[src/rtl/cmp_serial_arb.sv]
// Serial W-bit unsigned magnitude comparator shared by two requesters.
// One 2-bit digit pair per cycle, MSB first, early exit on the first unequal pair.
module cmp_serial_arb #(
   parameter int W = 10,
   parameter int D = 2
) (
   input  logic         clk,
   input  logic         rst,
   input  logic [1:0]   req,
   input  logic [W-1:0] a0,
   input  logic [W-1:0] b0,
   input  logic [W-1:0] a1,
   input  logic [W-1:0] b1,
   output logic [1:0]   gnt,
   output logic         busy,
   output logic         done,
   output logic         done_id,
   output logic         g,
   output logic         e
);

   localparam int N  = W / D;
   localparam int CW = (N > 1) ? $clog2(N) : 1;

   if (W < 2 || (W % 2) != 0 || D != 2) begin : g_param_check
      $error("cmp_serial_arb: W must be even and >= 2, D must be 2");
   end

   typedef enum logic [1:0] {IDLE, RUN, DONE} state_t;

   state_t        state, state_nx;
   logic [W-1:0]  sa, sb, sa_nx, sb_nx;
   logic [CW-1:0] cnt, cnt_nx;
   logic          last, last_nx;
   logic [1:0]    gnt_nx;
   logic          busy_nx, done_nx, id_nx, g_nx, e_nx;
   logic          win;
   logic [D-1:0]  da, db;

   // Both requesting: serve the one that did not win last time.
   assign win = req[1] & (~req[0] | ~last);
   assign da  = sa[W-1 -: D];
   assign db  = sb[W-1 -: D];

   always_ff @(posedge clk or posedge rst) begin
      if (rst) begin
         state   <= IDLE;
         sa      <= '0;
         sb      <= '0;
         cnt     <= '0;
         last    <= 1'b1;
         gnt     <= '0;
         busy    <= 1'b0;
         done    <= 1'b0;
         done_id <= 1'b0;
         g       <= 1'b0;
         e       <= 1'b0;
      end else begin
         state   <= state_nx;
         sa      <= sa_nx;
         sb      <= sb_nx;
         cnt     <= cnt_nx;
         last    <= last_nx;
         gnt     <= gnt_nx;
         busy    <= busy_nx;
         done    <= done_nx;
         done_id <= id_nx;
         g       <= g_nx;
         e       <= e_nx;
      end
   end

   always_comb begin
      state_nx = state;
      case (state)
         IDLE:    if (req != 2'b00) state_nx = RUN;
         RUN:     if (da != db || cnt == '0) state_nx = DONE;
         DONE:    state_nx = IDLE;
         default: state_nx = IDLE;
      endcase
   end

   // Next values for all registered outputs and the datapath.
   always_comb begin
      sa_nx   = sa;
      sb_nx   = sb;
      cnt_nx  = cnt;
      last_nx = last;
      gnt_nx  = 2'b00;
      busy_nx = (state_nx != IDLE);
      done_nx = 1'b0;
      id_nx   = done_id;
      g_nx    = g;
      e_nx    = e;
      case (state)
         IDLE: begin
            if (req != 2'b00) begin
               sa_nx   = win ? a1 : a0;
               sb_nx   = win ? b1 : b0;
               cnt_nx  = CW'(N - 1);
               last_nx = win;
               gnt_nx  = win ? 2'b10 : 2'b01;
            end
         end
         RUN: begin
            if (da != db) begin
               g_nx    = (da > db);
               e_nx    = 1'b0;
               done_nx = 1'b1;
               id_nx   = last;
            end else if (cnt == '0) begin
               g_nx    = 1'b0;
               e_nx    = 1'b1;
               done_nx = 1'b1;
               id_nx   = last;
            end else begin
               sa_nx  = sa << D;
               sb_nx  = sb << D;
               cnt_nx = cnt - CW'(1);
            end
         end
         default: ;
      endcase
   end

endmodule

[config.mk]
export PLATFORM = sky130hd
export DESIGN_NAME = cmp_serial_arb
export DESIGN_NICKNAME = d
export VERILOG_FILES = /design/src/rtl/cmp_serial_arb.sv
export SDC_FILE = /design/constraint.sdc
export NUM_CORES = 1
export LEC_CHECK = 0
export CAP_MARGIN = 40
export CORE_UTILIZATION = 50
export DETAILED_ROUTE_END_ITERATION = 10
export PLACE_DENSITY_LB_ADDON = 0.3
export SETUP_SLACK_MARGIN = 0.05
export SYNTH_ARGS = -nofsm -noshare
export SYNTH_HDL_FRONTEND = slang
export SYNTH_SLANG_ARGS = --single-unit
[constraint.sdc]
create_clock -name clk -period 3.8 [get_ports clk]
set_clock_uncertainty 0.15 [all_clocks]
set_input_delay 0.95 -clock clk [delete_from_list [all_inputs] [get_ports clk]]
set_output_delay 0.95 -clock clk [all_outputs]
set_load 0.005 [all_outputs]
==> run_results.csv, run 1 <==
group,metric,value,unit
logic_synthesis,synth.top_cell.area_share,45.0,%
clock_tree,post-cts-setup-buffers,0,
timing,setup_violations,0,
route,routed-via-count,1490,
clock_tree,post_cts_hold_buffer_count,0,
status,status,"finished clean",
logic_synthesis,syn_nets,230,
job,maxCapViolations,0,
timing,rsz0062_at_grt,"false",
setup_path,rr_startpoint,"sa[9]$_DFFE_PP0P_",
clock_tree,cts.reportedPaths.clkPinSlew,0.10,ns
placement,placed_cells_incl_taps,273,
route,finalWirelength,3940,µm
final_layout,fraction_of_final_layout_cells_sized_beyond_drive_strength_1,13.6,%
logic_synthesis,post_synthesis_instance_area,1780,µm²
final_layout,layout_common_cells,"clkdlybuf4s50_1, dfrtp_1, a21oi_1",
timing,timing_hold_violations_final,0,
setup_path,critical_path_class,"in2reg",
setup_path,ff2ff_setup_slack,1.58,ns
clock_tree,sink_count_of_the_clock_tree,33,
clock_tree,clk-insertion-delay-late,0.34,ns
clock_tree,cts.htree.levels,2,
timing,timing.final.max_slew_violations,0,
final_layout,nets,282,
die,floorplan.rows,21,
setup_path,critical_path.max_stage_delay,0.54,ns
timing,totalNegativeSetupSlack,0,ns
hold_path,worst_hold_path_type,"reg2reg",
clock_tree,cts_buffers,5,
route,drc,0,
die,boundaryPins,51,
timing,maxClockFrequency,429,MHz
die,die_y,61.6,µm
setup_path,cp_data_required_time,3.85,ns
logic_synthesis,yosysSeqAreaShare,46.5,%
global_routing,globalRoute.totalOverflow,0,
route,routed_wire_length_per_instance,14.0,µm
setup_path,worst_setup_path_startpoint,"req[1]",
global_routing,grt_antenna_before_repair,0,
global_routing,grt_start_max_net_pins,39,
route,met2RoutedLength,2040,µm
route,initialDrtViolationCount,44,
power_and_ir_drop,power_density,749,nW/µm²
logic_synthesis,netlist_instances,182,
logic_synthesis,ys_ff_latch,33,
logic_synthesis,postSynthAreaPerCell,9.77,µm²
setup_path,slowest_cell_on_the_critical_path,"clkdlybuf4s50_1",
clock_tree,post_cts.resized_instances,0,
global_routing,first_pass_grt_wire_length,6220,µm
final_layout,final_core_util,71.2,%
die,start_util,52.9,%
clock_tree,cts-root-to-sink-buffers,2,
logic_synthesis,synth.yosys.warnings,0,
route,dr_wl_met3,205,µm
timing,worstMarginPinSlew,0.685,ns
setup_path,path_cells,"clkdlybuf4s50_1, a21boi_2, buf_4, nand2b_1, o2bb2ai_1, a21oi_2",
logic_synthesis,netlist.top_cell.by_area,"dfrtp_1",
timing,fin_ws,1.47,ns
die,die_w,61.6,µm
setup_path,cp_data_arrival_time,2.38,ns
placement,globalplace.congestion,0.791,
logic_synthesis,synth.distinct_cells,30,
hold_path,hold_path_cells,1,
final_layout,final_common_cell,"clkdlybuf4s50_1",
setup_path,worstRegToRegCells,6,
hold_path,min_from,"cnt[0]$_DFFE_PP0P_",
power_and_ir_drop,power.ir.vdd_worst,0.000446,V
hold_path,min_delay_worst_endpoint,"cnt[0]$_DFFE_PP0P_",
final_layout,num_antenna_cells,0,
power_and_ir_drop,leakagePower,0.969,nW
placement,hpwlAfterDp,2830,µm
setup_path,cp-start-kind,"input port",
global_routing,grt_usage,23.3,%
final_layout,instances_no_fill,281,
route,route.top_layer_used,"met4",
die,die-area,3800,µm²
setup_path,worstPathMaxFanout,38,
route,antenna_left,0,
route,via_count_normalized_by_instance_count,5.30,
route,met1Wirelength,1640,µm
timing,fin_crit_sh,61.4,%
setup_path,critical_path.endpoint_type,"flop",
final_layout,layout-area-overhead-vs-synth,34.7,%
timing,finalCriticalPeriod,2.33,ns
clock_tree,cts_root_buf,"clkbuf_4",
route,first_pass_iters,4,
timing,slew_headroom,54.4,%
clock_tree,cts_tree,"built",
setup_path,reg2reg_to,"sb[7]$_DFFE_PP0P_",
power_and_ir_drop,post-layout-total-power,1.79,mW
global_routing,grt_pass1_vias,1459,
die,placeableCoreArea,3360,µm²
placement,buffers_added_on_ports,50,
placement,dp_worst_setup_slack,1.09,ns
logic_synthesis,yosys-top-cells-area,"dfrtp_1, o2bb2ai_1, a21oi_1",
## synthesized netlist by cell type (all sizes together)
master / instances
nand2b: 17
nand3: 5
nor2: 21
or2: 1
ha: 4
o2bb2ai: 16
o21a: 3
and2: 2
xnor2: 1
buf: 9
clkbuf: 4
dfrtp: 32
o22ai: 1
or3: 1
o21ai: 7
nor4b: 1
mux2: 1
a21oi: 35
inv: 7
a21boi: 1
nand2: 4
nor2b: 2
mux2i: 4
nor3: 1
dfstp: 1
o32ai: 1
## state kept, by name, indices dropped and copies added, names as in the netlist
| register | flops |
|---|---|
| cnt | 3 |
| last | 1 |
| sa | 10 |
| state | 2 |
| sb | 10 |
| done_id | 1 |
| gnt | 2 |
| busy | 1 |
| done | 1 |
| e | 1 |
| g | 1 |
## metrics by stage
stage | hold slack [ns] | area [µm²]
3_3_place_gp | 0.323 | 2310
2_1_floorplan | 0.304 | 1780
3_5_place_dp | 0.338 | 2320
5_1_grt | 0.395 | 2390
6_report | 0.354 | 2390
4_1_cts | 0.354 | 2390
## area by class of cell
cell class              instances  area, µm²
repair buffers                 58        568
flip-flops and latches         33        827
well taps                      46       57.6
clock inverters                 1       5.00
fillers                       284        968
multi-input cells             129        846
inverters                       7       26.3
clock buffers                   7       65.1
## layer usage
| layer | up-vias | global-route usage [%] |
|---|---|---|
| li1 | 738 | - |
| met1 | 705 | 25.5 |
| met2 | 41 | 42.2 |
| met3 | 6 | 7.14 |
| met4 | 0 | 8.25 |
| met5 | - | 0 |
## logic make-up after synthesis
| group | synth area share [%] |
|---|---|
| compound gates | 25.6 |
| xor+xnor | 0.493 |
| fa+ha+maj | 2.82 |
| buf+inv | 6.12 |
| flops | 46.5 |
| mux | 2.89 |
| simple gates | 15.6 |
## worst max-delay path: cells and delay by family
| kind | cells | cell delay [ns] |
|---|---|---|
| and+or+nand+nor | 1 | 0.16 |
| buffers and inverters | 2 | 0.86 |
| AOI/OAI and AO/OA | 3 | 0.40 |
## where the power goes
| part | switching, mW | internal [mW] |
|---|---|---|
| Sequential | 0.0940 | 0.522 |
| Combinational | 0.498 | 0.454 |
| Clock | 0.119 | 0.107 |
| Total | 0.711 | 1.08 |
## worst max-delay path by stage
stage | endpoint | slack, ns
CTS | sb[4]$_DFFE_PP0P_ | 1.45
global route | sb[7]$_DFFE_PP0P_ | 1.40
finish | sb[4]$_DFFE_PP0P_ | 1.47
floorplan | sa[2]$_DFFE_PP0P_ | 1.74
global placement | sa[5]$_DFFE_PP0P_ | 1.02
detailed placement | sb[4]$_DFFE_PP0P_ | 1.09
No activity file was read; power rests on OpenSTA's default activity.
==> inputs of run 2 (changes only) <==
Settings changed: CORE_UTILIZATION 50 to 43.
Clock period 3.8 ns to 1.9 ns, I/O delays scaled along.
==> run_results.csv, run 2 (same netlist as run 1, synthesis figures left out) <==
group,metric,value,unit
status,status,"finished clean",
clock_tree,cts_root_buf,"clkbuf_8",
route,drc,0,
clock_tree,cts_tree,"built",
final_layout,nets,294,
die,die-area,4400,µm²
route,routed-via-count,1575,
timing,fin_ws,0.0774,ns
final_layout,layout_common_cells,"clkdlybuf4s50_1, dfrtp_1, a21oi_1",
die,start_util,44.8,%
timing,totalNegativeSetupSlack,0,ns
clock_tree,clk-insertion-delay-late,0.29,ns
global_routing,grt_pass1_vias,1397,
placement,hpwlAfterDp,2620,µm
power_and_ir_drop,power_density,1600,nW/µm²
route,via_count_normalized_by_instance_count,5.32,
setup_path,critical_path_class,"reg2reg",
final_layout,final_common_cell,"clkdlybuf4s50_1",
global_routing,grt_usage,19.5,%
setup_path,worstRegToRegCells,8,
timing,timing_hold_violations_final,0,
job,maxCapViolations,0,
final_layout,reg.largest.list,"sa (10), sb (10), cnt (3)",
die,die_y,66.3,µm
final_layout,instances_no_fill,296,
timing,rsz0062_at_grt,"false",
hold_path,min_delay_worst_endpoint,"sb[1]$_DFFE_PP0P_",
clock_tree,cts_buffers,5,
placement,buffers_added_on_ports,50,
global_routing,grt_antenna_before_repair,0,
hold_path,hold_path_cells,2,
die,floorplan.rows,23,
route,antenna_left,0,
setup_path,critical_path.endpoint_type,"flop",
setup_path,cp_data_arrival_time,1.85,ns
clock_tree,sink_count_of_the_clock_tree,33,
route,first_pass_iters,4,
final_layout,fillCellCount,336,
final_layout,num_antenna_cells,0,
global_routing,first_pass_grt_wire_length,6350,µm
die,placeableCoreArea,3970,µm²
power_and_ir_drop,power.ir.vdd_worst,0.000733,V
route,finalWirelength,4320,µm
clock_tree,cts.htree.levels,2,
final_layout,fraction_of_final_layout_cells_sized_beyond_drive_strength_1,18.3,%
timing,slew_headroom,78.2,%
final_layout,finish.instance_area,2630,µm²
setup_path,rr_startpoint,"sb[9]$_DFFE_PP0P_",
placement,dp_worst_setup_slack,-0.161,ns
clock_tree,cts-root-to-sink-buffers,2,
timing,finalCriticalPeriod,1.82,ns
placement,placed_cells_incl_taps,283,
timing,fin_crit_sh,95.9,%
power_and_ir_drop,leakagePower,1.08,nW
global_routing,grt_start_max_net_pins,39,
final_layout,layout-area-overhead-vs-synth,47.8,%
setup_path,ff2ff_setup_slack,0.08,ns
timing,setup_violations,0,
power_and_ir_drop,post-layout-total-power,4.21,mW
setup_path,reg2reg_to,"sb[6]$_DFFE_PP0P_",
setup_path,cp-start-kind,"flop",
route,initialDrtViolationCount,93,
clock_tree,cts.reportedPaths.clkPinSlew,0.06,ns
global_routing,globalRoute.totalOverflow,0,
die,boundaryPins,51,
timing,worstMarginPinSlew,0.323,ns
final_layout,final_core_util,66.2,%
timing,maxClockFrequency,549,MHz
timing,timing.final.max_slew_violations,0,
placement,placement.cell_area,2390,µm²
placement,globalplace.congestion,0.738,
setup_path,worstPathMaxFanout,7,
hold_path,worst_hold_path_type,"reg2reg",
setup_path,cp_data_required_time,1.92,ns
timing,hold_ws,0.357,ns
hold_path,min_from,"sb[1]$_DFFE_PP0P_",
route,routed_wire_length_per_instance,14.6,µm
die,die_w,66.3,µm
-- run 2: routing by layer --
layer  global-route usage [%]  part of all wire (%)
met1                     27.2                    44
met3                     3.97                   6.5
met4                     7.98                   1.5
met2                     29.3                    48
met5                        0                     0
-- run 2: power breakdown --
part,switching (mW),internal [mW]
registers,0.198,1.05
logic,1.14,1.29
clock network,0.246,0.287
total,1.59,2.63
-- run 2: layout make-up --
class	instances	area, µm²	area share (%)
clock buffers	7	86.3	3.29
multi-input cells	129	871	33.1
repair buffers	70	754	28.7
well taps	50	62.6	2.38
inverters	7	26.3	1.00
flip-flops and latches	33	827	31.5
-- run 2: what timing repair did --
item | 4_1_cts | 5_1_grt
setup endpoints to repair | 0 | 19
setup buffers | 0 | 1
gates resized for setup | 0 | 6
endpoints found under the hold margin | 0 | 0
hold buffers | 0 | 0
-- run 2: worst max-delay path by stage --
stage | from | end | slack [ns] | cells after the start
3_3_place_gp | req[1] | sb[8]$_DFFE_PP0P_ | -0.15 | 6
4_1_cts | sb[9]$_DFFE_PP0P_ | sb[8]$_DFFE_PP0P_ | 0.08 | 7
2_1_floorplan | sa[9]$_DFFE_PP0P_ | sa[2]$_DFFE_PP0P_ | 0.14 | 5
5_1_grt | sb[9]$_DFFE_PP0P_ | sb[6]$_DFFE_PP0P_ | 0.03 | 8
3_5_place_dp | req[1] | sb[8]$_DFFE_PP0P_ | -0.16 | 6
6_report | sb[9]$_DFFE_PP0P_ | sb[6]$_DFFE_PP0P_ | 0.08 | 8
-- run 2: worst max-delay path: stages (launching register included) --
cell	delay [ns]
dfrtp_1	0.37
inv_1	0.08
ha_4	0.27
nand2_2	0.08
o32ai_4	0.31
buf_12	0.17
buf_12	0.12
buf_4	0.11
a21oi_2	0.05
==> inputs of run 3 (changes only) <==
Settings changed: RECOVER_POWER set to 100, SLEW_MARGIN set to 10.
==> run_results.csv, run 3 (same netlist as run 1, synthesis figures left out) <==
group,metric,value,unit
power_and_ir_drop,net_switching_power_of_the_design,1.56,mW
job,maxCapViolations,0,
global_routing,grt_usage,19.5,%
setup_path,worstPathMaxFanout,1,
setup_path,crit_family,"buffers and inverters",
hold_path,worst_hold_path_type,"reg2reg",
final_layout,multiInputGateArea,860,µm²
timing,hold_ws,0.357,ns
die,die_w,66.3,µm
power_and_ir_drop,power.ir.vdd_worst,0.000667,V
clock_tree,cts_tree,"built",
clock_tree,cts.reportedPaths.clkPinSlew,0.06,ns
power_and_ir_drop,leakagePower,1.07,nW
die,placeableCoreArea,3970,µm²
setup_path,path_cells,"dlygate4sd3_1",
final_layout,layout-area-overhead-vs-synth,45.3,%
power_and_ir_drop,internal_power,2.55,mW
timing,timing.final.max_slew_violations,0,
placement,hpwlAfterDp,2620,µm
die,die-area,4400,µm²
timing,maxClockFrequency,541,MHz
setup_path,rr_startpoint,"sb[9]$_DFFE_PP0P_",
hold_path,min_from,"sb[1]$_DFFE_PP0P_",
setup_path,ff2ff_setup_slack,0.06,ns
setup_path,timing.critical_path.buf_inv,1,
placement,globalplace.congestion,0.738,
clock_tree,sink_count_of_the_clock_tree,33,
route,finalWirelength,4330,µm
route,routed-via-count,1572,
die,floorplan.rows,23,
global_routing,globalRoute.totalOverflow,0,
status,status,"finished clean",
timing,finalCriticalPeriod,1.85,ns
final_layout,nets,294,
setup_path,critical_path.endpoint_type,"primary output",
final_layout,layout_common_cells,"clkdlybuf4s50_1, dfrtp_1, a21oi_1",
clock_tree,cts-root-to-sink-buffers,2,
timing,worstMarginPinSlew,0.666,ns
global_routing,grt_antenna_before_repair,0,
placement,buffers_added_on_ports,50,
die,start_util,44.8,%
global_routing,grt_pass1_vias,1397,
setup_path,worstRegToRegCells,8,
timing,slew_headroom,55.6,%
placement,dp_worst_setup_slack,-0.161,ns
timing,setup_violations,0,
timing,totalNegativeSetupSlack,0,ns
final_layout,num_antenna_cells,0,
clock_tree,cts_root_buf,"clkbuf_8",
route,first_pass_iters,4,
global_routing,first_pass_grt_wire_length,6350,µm
die,boundaryPins,51,
setup_path,cp_data_arrival_time,1.22,ns
power_and_ir_drop,post-layout-total-power,4.11,mW
hold_path,min_delay_worst_endpoint,"sb[1]$_DFFE_PP0P_",
global_routing,grt_start_max_net_pins,39,
power_and_ir_drop,comb_power_share,56.8,%
setup_path,slowest_cell_on_the_critical_path,"dlygate4sd3_1",
final_layout,final-seq-area,827,µm²
power_and_ir_drop,pwr-share-clk,13.0,%
timing,rsz0062_at_grt,"false",
route,via_count_normalized_by_instance_count,5.31,
clock_tree,clk-insertion-delay-late,0.29,ns
timing,fin_ws,0.0527,ns
route,drc,0,
clock_tree,cts_buffers,5,
route,antenna_left,0,
route,routed_wire_length_per_instance,14.6,µm
setup_path,cp-start-kind,"flop",
setup_path,reg2reg_to,"sb[6]$_DFFE_PP0P_",
final_layout,finish.instance_area,2580,µm²
setup_path,cp_data_required_time,1.27,ns
power_and_ir_drop,power_density,1590,nW/µm²
final_layout,fillCellCount,344,
timing,fin_crit_sh,97.2,%
power_and_ir_drop,power.sequential.fraction,30.3,%
die,die_y,66.3,µm
hold_path,hold_path_cells,2,
route,initialDrtViolationCount,115,
timing,timing_hold_violations_final,0,
placement,placement.cell_area,2390,µm²
final_layout,final_common_cell,"clkdlybuf4s50_1",
clock_tree,post_cts_hold_buffer_count,0,
final_layout,fraction_of_final_layout_cells_sized_beyond_drive_strength_1,17.1,%
clock_tree,cts.htree.levels,2,
setup_path,critical_path_class,"reg2out",
setup_path,critical_path.max_stage_delay,0.57,ns
power_and_ir_drop,p_sw_share,38.0,%
final_layout,reg.largest.list,"sa (10), sb (10), cnt (3)",
==> run 3: how the worst max path moves through the flow <==
stage,from,to,slack [ns],cells past startpoint
CTS,sb[9]$_DFFE_PP0P_,sb[8]$_DFFE_PP0P_,0.08,7
global route,req[0],sb[2]$_DFFE_PP0P_,0.002,6
global placement,req[1],sb[8]$_DFFE_PP0P_,-0.15,6
detailed placement,req[1],sb[8]$_DFFE_PP0P_,-0.16,6
floorplan,sa[9]$_DFFE_PP0P_,sa[2]$_DFFE_PP0P_,0.14,5
finish,gnt[0]$_DFF_PP0_,gnt[0],0.05,1
==> run 3: power groups by stage <==
stage / registers [mW] / clock network [mW] / logic, mW
5_1_grt: 1.28 / 0.577 / 2.59
4_1_cts: 1.23 / 0.547 / 2.04
3_3_place_gp: 1.23 / 0 / 1.98
2_1_floorplan: 1.19 / 0 / 1.42
3_5_place_dp: 1.24 / 0 / 2.02
6_report: 1.25 / 0.533 / 2.33
==> run 3: layout make-up <==
cell class	count	share of cell area (%)
flip-flops and latches	33	32.0
repair buffers	70	27.9
well taps	50	2.42
clock buffers	7	3.34
multi-input cells	129	33.3
inverters	7	1.02
==> run 3: stage by stage <==
| stage | cells | utilization (%) |
|---|---|---|
| finish | 296 | 65.0 |
| global route | 296 | 65.0 |
| CTS | 290 | 62.4 |
| detailed placement | 283 | 60.2 |
| global placement | 283 | 60.2 |
| floorplan | 182 | - |
==> run 3: routing by layer <==
layer | wire length (µm) | global-route usage (%)
met1 | 1990 | 27.2
met2 | 2050 | 29.3
met3 | 222 | 3.97
met4 | 64 | 7.98
met5 | 0 | 0
==> run 3: timing repair <==
item / 4_1_cts / 5_1_grt
gates resized for setup: 0 / 6
endpoints found under the setup margin: 0 / 19
buffers inserted: 0 / 1
